## config.mk

```make
export PLATFORM = sky130hd
export DESIGN_NAME = dq_cas_spacing_tracker
export DESIGN_NICKNAME = d
export VERILOG_FILES = /design/src/rtl/dq_timing_pkg.sv /design/src/rtl/cas_gap_counter.sv /design/src/rtl/dq_cas_spacing_tracker.sv
export SDC_FILE = /design/constraint.sdc
export NUM_CORES = 1
export LEC_CHECK = 0
export BUFFER_PORTS_ARGS = -buffer_cell sky130_fd_sc_hd__buf_2
export CAP_MARGIN = 30
export CORE_AREA = 2 2 87 89
export CTS_CLUSTER_SIZE = 10
export DETAILED_ROUTE_END_ITERATION = 10
export DIE_AREA = 0 0 89 91
export HOLD_SLACK_MARGIN = 0.03
export PLACE_DENSITY = 0.53
export SYNTH_ARGS = -nofsm -noshare
export SYNTH_HDL_FRONTEND = slang
export SYNTH_SLANG_ARGS = --single-unit
```

## constraint.sdc

```tcl
create_clock -name clk -period 3 [get_ports clk]
set_input_delay 0.3 -clock clk [delete_from_list [all_inputs] [get_ports clk]]
set_output_delay 0.3 -clock clk [all_outputs]
set_load 0.05 [all_outputs]
```

## src/rtl/dq_timing_pkg.sv

```systemverilog
// Shared DDR CAS timing types and helpers for the CAS spacing tracker.
// Holds the CAS type encoding, the counter sizing function and parameter checks.
package dq_timing_pkg;

    typedef enum logic {
        CAS_RD = 1'b0,
        CAS_WR = 1'b1
    } cas_type_e;

    function automatic int max_spacing(
        input int ccds,
        input int ccdl,
        input int wrrds,
        input int wrrdl,
        input int rdwr
    );
        int m;
        m = ccds;
        if (ccdl  > m) m = ccdl;
        if (wrrds > m) m = wrrds;
        if (wrrdl > m) m = wrrdl;
        if (rdwr  > m) m = rdwr;
        return m;
    endfunction

    // Width of a counter that must hold values up to max_s - 1.
    function automatic int gap_width(input int max_s);
        int w;
        w = $clog2(max_s);
        if (w < 1) w = 1;
        return w;
    endfunction

    function automatic bit spacings_legal(
        input int ccds,
        input int ccdl,
        input int wrrds,
        input int wrrdl,
        input int rdwr
    );
        bit ok;
        ok = 1'b1;
        if (ccds < 1 || ccdl < 1 || wrrds < 1 || wrrdl < 1 || rdwr < 1) ok = 1'b0;
        if (ccdl < ccds)   ok = 1'b0;
        if (wrrdl < wrrds) ok = 1'b0;
        return ok;
    endfunction

endpackage

```

## src/rtl/cas_gap_counter.sv

```systemverilog
// Saturating down-counter for one CAS spacing window.
// A load never shortens a pending window: the larger of the decremented count and loadVal wins.
module cas_gap_counter #(
    parameter int WIDTH = 4
) (
    input  logic             clk,
    input  logic             rst,
    input  logic             load,
    input  logic [WIDTH-1:0] loadVal,
    output logic             zero
);

    logic [WIDTH-1:0] count_q;
    logic [WIDTH-1:0] count_dec;
    logic [WIDTH-1:0] count_next;

    always_comb begin
        count_dec  = (count_q == '0) ? '0 : count_q - WIDTH'(1);
        count_next = count_dec;
        if (load && (loadVal > count_dec)) begin
            count_next = loadVal;
        end
    end

    always_ff @(posedge clk) begin
        if (!rst) begin
            count_q <= '0;
        end else begin
            count_q <= count_next;
        end
    end

    assign zero = (count_q == '0);

endmodule

```

## src/rtl/dq_cas_spacing_tracker.sv

```systemverilog
// Per-bank-group RD/WR CAS availability for one DDR channel, plus a sticky
// flag that records any CAS issued into a closed window.
module dq_cas_spacing_tracker
    import dq_timing_pkg::*;
#(
    parameter int NUM_BG = 4,
    parameter int tCCDS  = 4,
    parameter int tCCDL  = 6,
    parameter int tWRRDS = 10,
    parameter int tWRRDL = 14,
    parameter int tRDWR  = 8
) (
    input  logic                                    clk,
    input  logic                                    rst,
    input  logic                                    casAck,
    input  logic                                    casIsWr,
    input  logic [((NUM_BG > 1) ? $clog2(NUM_BG) : 1)-1:0] casBg,
    output logic [NUM_BG-1:0]                       rdAvail,
    output logic [NUM_BG-1:0]                       wrAvail,
    output logic                                    spacingViol
);

    localparam int BG_W    = (NUM_BG > 1) ? $clog2(NUM_BG) : 1;
    localparam int BG_SPAN = 2 ** BG_W;
    localparam int MAX_S   = max_spacing(tCCDS, tCCDL, tWRRDS, tWRRDL, tRDWR);
    localparam int CNT_W   = gap_width(MAX_S);

    localparam logic [CNT_W-1:0] LD_CCDS  = CNT_W'(tCCDS - 1);
    localparam logic [CNT_W-1:0] LD_CCDL  = CNT_W'(tCCDL - 1);
    localparam logic [CNT_W-1:0] LD_WRRDS = CNT_W'(tWRRDS - 1);
    localparam logic [CNT_W-1:0] LD_WRRDL = CNT_W'(tWRRDL - 1);
    localparam logic [CNT_W-1:0] LD_RDWR  = CNT_W'(tRDWR - 1);

    if (!spacings_legal(tCCDS, tCCDL, tWRRDS, tWRRDL, tRDWR)) begin : g_bad_timing
        $error("dq_cas_spacing_tracker: illegal CAS spacing parameters");
    end
    if (NUM_BG < 1) begin : g_bad_bg
        $error("dq_cas_spacing_tracker: NUM_BG must be at least 1");
    end

    cas_type_e          cas_type;
    logic [BG_SPAN-1:0] bg_ok_mask;
    logic [BG_SPAN-1:0] rd_avail_ext;
    logic [BG_SPAN-1:0] wr_avail_ext;
    logic               bg_valid;
    logic               sel_avail;
    logic               cas_load;
    logic               viol_next;

    always_comb begin
        bg_ok_mask = '0;
        for (int i = 0; i < BG_SPAN; i++) begin
            bg_ok_mask[i] = (i < NUM_BG);
        end
    end

    assign cas_type = cas_type_e'(casIsWr);
    assign bg_valid = bg_ok_mask[casBg];
    // An out-of-range bank group must not disturb any window.
    assign cas_load = casAck && bg_valid;

    for (genvar g = 0; g < NUM_BG; g++) begin : g_bg
        logic             same_bg;
        logic [CNT_W-1:0] rd_load_val;
        logic [CNT_W-1:0] wr_load_val;

        assign same_bg = (casBg == BG_W'(g));

        always_comb begin
            rd_load_val = same_bg ? LD_CCDL : LD_CCDS;
            wr_load_val = LD_RDWR;
            if (cas_type == CAS_WR) begin
                rd_load_val = same_bg ? LD_WRRDL : LD_WRRDS;
                wr_load_val = same_bg ? LD_CCDL : LD_CCDS;
            end
        end

        cas_gap_counter #(
            .WIDTH (CNT_W)
        ) u_rd_cnt (
            .clk     (clk),
            .rst     (rst),
            .load    (cas_load),
            .loadVal (rd_load_val),
            .zero    (rdAvail[g])
        );

        cas_gap_counter #(
            .WIDTH (CNT_W)
        ) u_wr_cnt (
            .clk     (clk),
            .rst     (rst),
            .load    (cas_load),
            .loadVal (wr_load_val),
            .zero    (wrAvail[g])
        );
    end

    assign rd_avail_ext = BG_SPAN'(rdAvail);
    assign wr_avail_ext = BG_SPAN'(wrAvail);

    always_comb begin
        sel_avail = (cas_type == CAS_WR) ? wr_avail_ext[casBg] : rd_avail_ext[casBg];
        viol_next = spacingViol;
        if (casAck && (!bg_valid || !sel_avail)) begin
            viol_next = 1'b1;
        end
    end

    always_ff @(posedge clk) begin
        if (!rst) begin
            spacingViol <= 1'b0;
        end else begin
            spacingViol <= viol_next;
        end
    end

endmodule

```

======== After elaboration in Yosys (flattened, before gate mapping) ========
Cells that the tools add are included.
cells by class
  $add $sub $neg .......................... 8
  $mul .................................... 0
  div/mod/pow operators ................... 0
  $lt $le $gt $ge ......................... 9
  eq/ne operators ......................... 3
  shifts and indexed selects .............. 0
  multiplexer cells ....................... 39
  bitwise operators ....................... 0
  reduce and logical (&&, ||, !) cells .... 22
operator list
  operator             number
  $mux 4               20
  $mux 3               12
  $logic_not 4->1      8
  $sub 4x1->4 const B  8
  $gt 3x4->1           4
  $gt 4x4->1           4
  $logic_and 1x1->1    10
  $bmux 1 s2           3
  $eq 2x2->1 const B   2
  $mux 1               4
  $lt 2x3->1 const B   1
  $eq 2x1->1 const B   1
  $logic_not 1->1      2
  $logic_not 2->1      1
  $logic_or 1x1->1     1
storage, ports and cells
  bits in registers ....................... 33
  bits in latches ......................... 0
  bits in writable memories ............... 0
  bits in read-only memories .............. 0
  input bits .............................. 6
  memories ................................ 0

======== Longest topological paths before layout ========
  depth in word-level cells ............... 7
  gate-level depth with buffers ........... 10
  depth with buffers taken out ............ 9

======== Cells and area by module ========
Synthesis repeated with hierarchy kept, for this count alone.
unflattened totals
  cell total of the unflattened synthesis .. 332
  area total of the unflattened synthesis .. 2720.1 µm²
by module, submodules not included
  module                  instances  cells each  area an instance (µm²)
  cas_gap_counter         8          38          315.3
  dq_cas_spacing_tracker  1          28          197.7

======== Worst setup path before layout ========
Ideal clock, no wire load.
  kind .................................... reg2reg
  from .................................... register g_bg[1].u_wr_cnt.count_q[0]
  to ...................................... register g_bg[1].u_wr_cnt.count_q[1]
  data arrival time ....................... 2.073 ns
  required time ........................... 2.926 ns
  slack ................................... 0.853 ns
  stages on the path, launching flop included .. 9
  path buffers ............................ 0
  clock period less this slack ............ 2.147 ns
  path through ............................ dfxtp_1 or2_2 nor3b_1 a21oi_1 ha_1 a21o_1 a211o_1 a2111o_1 o21ai_0
between the ends
  cells in the longest elaborated chain, start to end .. 5
RTL lines
  element                                         RTL line               text
  start, declared                                 cas_gap_counter.sv:13  logic [WIDTH-1:0] count_q;
  start signal, assigned                          cas_gap_counter.sv:29  count_q <= count_next;
  $sub 4x1->4 or $logic_not 4->1 (tied branches)  cas_gap_counter.sv:18  count_dec = (count_q == '0) ? '0 : count_q - WIDTH'(1);
  $mux 4 *                                        cas_gap_counter.sv:18
  $gt 3x4->1                                      cas_gap_counter.sv:20  if (load && (loadVal > count_dec)) begin
  $logic_and 1x1->1                               cas_gap_counter.sv:20
  $mux 4 *                                        cas_gap_counter.sv:20
Mark *: on every way between the ends. The rest lies on a longest branch, timed or not.
A chain may end at the register's enable or synchronous reset.

======== Final worst setup path ========
Ends and elaborated chain as after synthesis.

==> flow_summary_export.csv <==
group,metric,value,unit
sta,period_share,77.0,%
grt,grt_pass1_vias,1890,
synthesis,yosys.area.top_type,"dfxtp_1",
detailed_routing,vias,2058,
detailed_routing,detail-route-antenna-nets,0,
placement,io_buffers,14,
finish,finish.instance_area,2630,um2
grt,grt_max_degree,25,
finish,final_util,36.8,%
sta,tightest_slew,0.678,ns
critical_path,critPathKind,"reg -> reg",
synthesis,ys_top_cells_by_area,"dfxtp_1 28%, ha_1 10%, mux2i_1 5.4%, o21ai_0 5.4%, nand2_1 3.8%",
detailed_routing,top_layer_used,"met4",
detailed_routing,dr.pass1.iters,4,
detailed_routing,drt-total-wl,5230,um
synthesis,syn_avg_cell_area,8.18,um2
sta,rsz0062_at_grt,"no",
critical_path,cp_slowest_cell,"dfxtp_1",
finish,final_common_cell,"dfxtp_1",
synthesis,seq_area_frac_synth,27.6,%
critical_path,startpoint,"g_bg[1].u_wr_cnt.count_q[0]$_SDFF_PN0_",
placement,dp_cells,390,
detailed_routing,drcViolationCount,0,
power_and_ir_drop,p_per_area,564,nW/um2
clock_network,cts_root_buf,"clkbuf_8",
critical_path,reg2reg_slack,0.69,ns
finish,layout-drive-gt1-share,15.7,%
worst_hold_path,min_to,"spacingViol$_SDFFE_PN0P_",
clock_network,path_clk_slew,0.07,ns
synthesis,ys_warn_count,0,
finish,fillers,755,
power_and_ir_drop,peakVddDrop,175,uV
grt,antenna_found_initial,0,
critical_path,path_common_cell,"o21ai_0",
clock_network,cts_hold_buf,0,
power_and_ir_drop,total_leakage_power,1.06,nW
critical_path,crit_family,"compound AO/OA/AOI/OAI gates",
sta,min_period,2.31,ns
critical_path,ff2ff_path_depth,7,
finish,layout.nets,324,
placement,hpwl,3910,um
finish,stdcell_count,398,
clock_network,cts_sinks,33,
sta,max_freq,433,MHz
critical_path,reg2reg_from,"g_bg[1].u_wr_cnt.count_q[0]$_SDFF_PN0_",
synthesis,syn-num-nets,318,
worst_hold_path,min-delay-start,"casAck",
run_status,run_status,"finished, final reports clean",
finish,seqCellArea,661,um2
clock_network,cts_made_buffers,5,
finish,multi_input_area,1580,um2
critical_path,critPathMaxStageDelay,0.38,ns
detailed_routing,routed_via_density,5.17,
synthesis,ys_ff_latch,33,
synthesis,synth_edf_count,0,
finish,area_delta_synth_final,9.95,%
synthesis,ys_types,46,
critical_path,crit_required,3.22,ns
synthesis,async_flop_share,0,%
synthesis,syn-cell-area,2390,um2
sta,finalSetupTns,0,ns
finish,layout.cells.most_common_list,"33 x dfxtp_1, 26 x o21ai_0, 24 x nand2_1",
clock_network,cts_tree,"built",
finish,num_antenna_cells,0,
floorplanning,chipHeight,91,um
synthesis,synth_flop_cell,"dfxtp_1",
floorplanning,start_util,33.5,%
run,cap_viol_max_count,0,
sta,fin_skew,0.00585,ns
sta,hold_viol_final,0,
clock_network,cts_resized,0,
critical_path,worstPathMaxFanout,7,
worst_hold_path,hold_depth,3,
floorplanning,ios,15,
critical_path,cp.buffers_inverters,0,
detailed_routing,wl_per_cell,13.2,um
clock_network,clockBufferDepth,2,
detailed_routing,met2_wirelength,2580,um
sta,slew_viol_final,0,
critical_path,rr_endpoint,"g_bg[1].u_wr_cnt.count_q[1]$_SDFF_PN0_",
clock_network,cts_setup_buffers,0,
grt,track_usage,13.7,%
floorplanning,num_rows,31,
critical_path,worstPathArrival,2.53,ns
grt,grt_pass1_wl,8780,um
clock_network,htree_levels,2,
critical_path,worstSetupEndpointType,"flop",
sta,slew_headroom,54.4,%
synthesis,synth_top_area_share,27.6,%
floorplanning,die_w,89,um
worst_hold_path,hold_path.class,"in -> reg",
placement,place_area,2490,um2
placement,gp_congestion,0.780,
grt,globalRoute.totalOverflow,0,
floorplanning,die_area,8100,um2
detailed_routing,wl_met1,2400,um
critical_path,startpoint_type,"flop",
critical_path,crit_chain,"or2_2, o21ai_0, ha_1, a21o_1, a211o_1, a2111o_1, o21ai_0",
clock_network,clk_latency,0.29,ns
sta,setup_violations,0,
synthesis,synthCells,292,
detailed_routing,drtIter0Drc,98,
floorplanning,coreArea,7140,um2
detailed_routing,dr_wl_met3,150,um
==> flip-flops by register name (all words and copies together), names as in the netlist <==
| name | flops |
|---|---|
| spacingViol | 1 |
| g_bg.u_wr_cnt.count_q | 16 |
| g_bg.u_rd_cnt.count_q | 16 |
==> per-stage QoR <==
step / setup slack (ns) / total power [mW] / hold slack (ns)
floorplan: 0.853 / 0.922 / 0.452
global placement: 0.712 / 0.988 / 0.491
detailed placement: 0.670 / 0.989 / 0.503
CTS: 0.703 / 1.50 / 0.368
global route: 0.491 / 1.57 / 0.379
finish: 0.689 / 1.48 / 0.371
==> metal layers <==
layer / GRT usage (%) / up-vias
met2: 22.7 / 29
li1: - / 1074
met1: 16.6 / 948
met4: 5.47 / 0
met5: 0 / -
met3: 3.36 / 7
==> final cells by class <==
class	count	share of cell area [%]
inverters	13	1.86
flip-flops and latches	33	25.1
multi-input cells	230	60.2
repair buffers	15	2.95
clock buffers	5	2.62
clock inverters	3	2.48
well taps	99	4.71
==> report_power, final <==
group | internal (mW) | switching (mW)
Sequential | 0.478 | 0.0541
Clock | 0.330 | 0.174
Combinational | 0.166 | 0.280
==> worst register-to-register path, delay by kind of cell, from the launching register on <==
| family | cells | cell delay [ns] |
|---|---|---|
| AND/OR/NAND/NOR | 1 | 0.32 |
| adder cells (fa/ha/maj) | 1 | 0.31 |
| flip-flops | 1 | 0.38 |
| AO/OA/AOI/OAI | 5 | 1.25 |
==> cell families after synthesis <==
group,after synthesis,share of synthesized area (%)
AND/OR/NAND/NOR,116,26.5
buffers and inverters,29,6.13
AO/OA/AOI/OAI,80,22.8
multiplexers,14,6.39
flip-flops,33,27.6
adder cells (fa/ha/maj),20,10.5
==> worst max path at each step <==
stage	to	slack, ns	cells past startpoint
2_1_floorplan	g_bg[1].u_wr_cnt.count_q[1]$_SDFF_PN0_	0.85	8
3_3_place_gp	g_bg[1].u_wr_cnt.count_q[1]$_SDFF_PN0_	0.71	8
3_5_place_dp	g_bg[1].u_wr_cnt.count_q[1]$_SDFF_PN0_	0.67	8
4_1_cts	g_bg[1].u_wr_cnt.count_q[1]$_SDFF_PN0_	0.70	8
5_1_grt	g_bg[1].u_wr_cnt.count_q[2]$_SDFF_PN0_	0.49	8
6_report	g_bg[1].u_wr_cnt.count_q[1]$_SDFF_PN0_	0.69	7
==> Yosys cell counts, types with 3 or more instances <==
cell type	instances
a211oi_2	4
a21oi_1	16
and2_1	3
buf_2	3
buf_4	9
dfxtp_1	33
ha_1	20
inv_1	13
mux2i_1	13
nand2_1	24
nand2b_1	6
nand3_1	5
nor2_1	21
nor2b_1	9
nor3_1	14
nor4b_1	7
o21a_1	5
o21ai_0	26
o21bai_1	4
o22a_1	3
o311a_1	3
o31ai_1	4
or2_2	13
or3_1	5
Power figures use the tool's default switching activity.
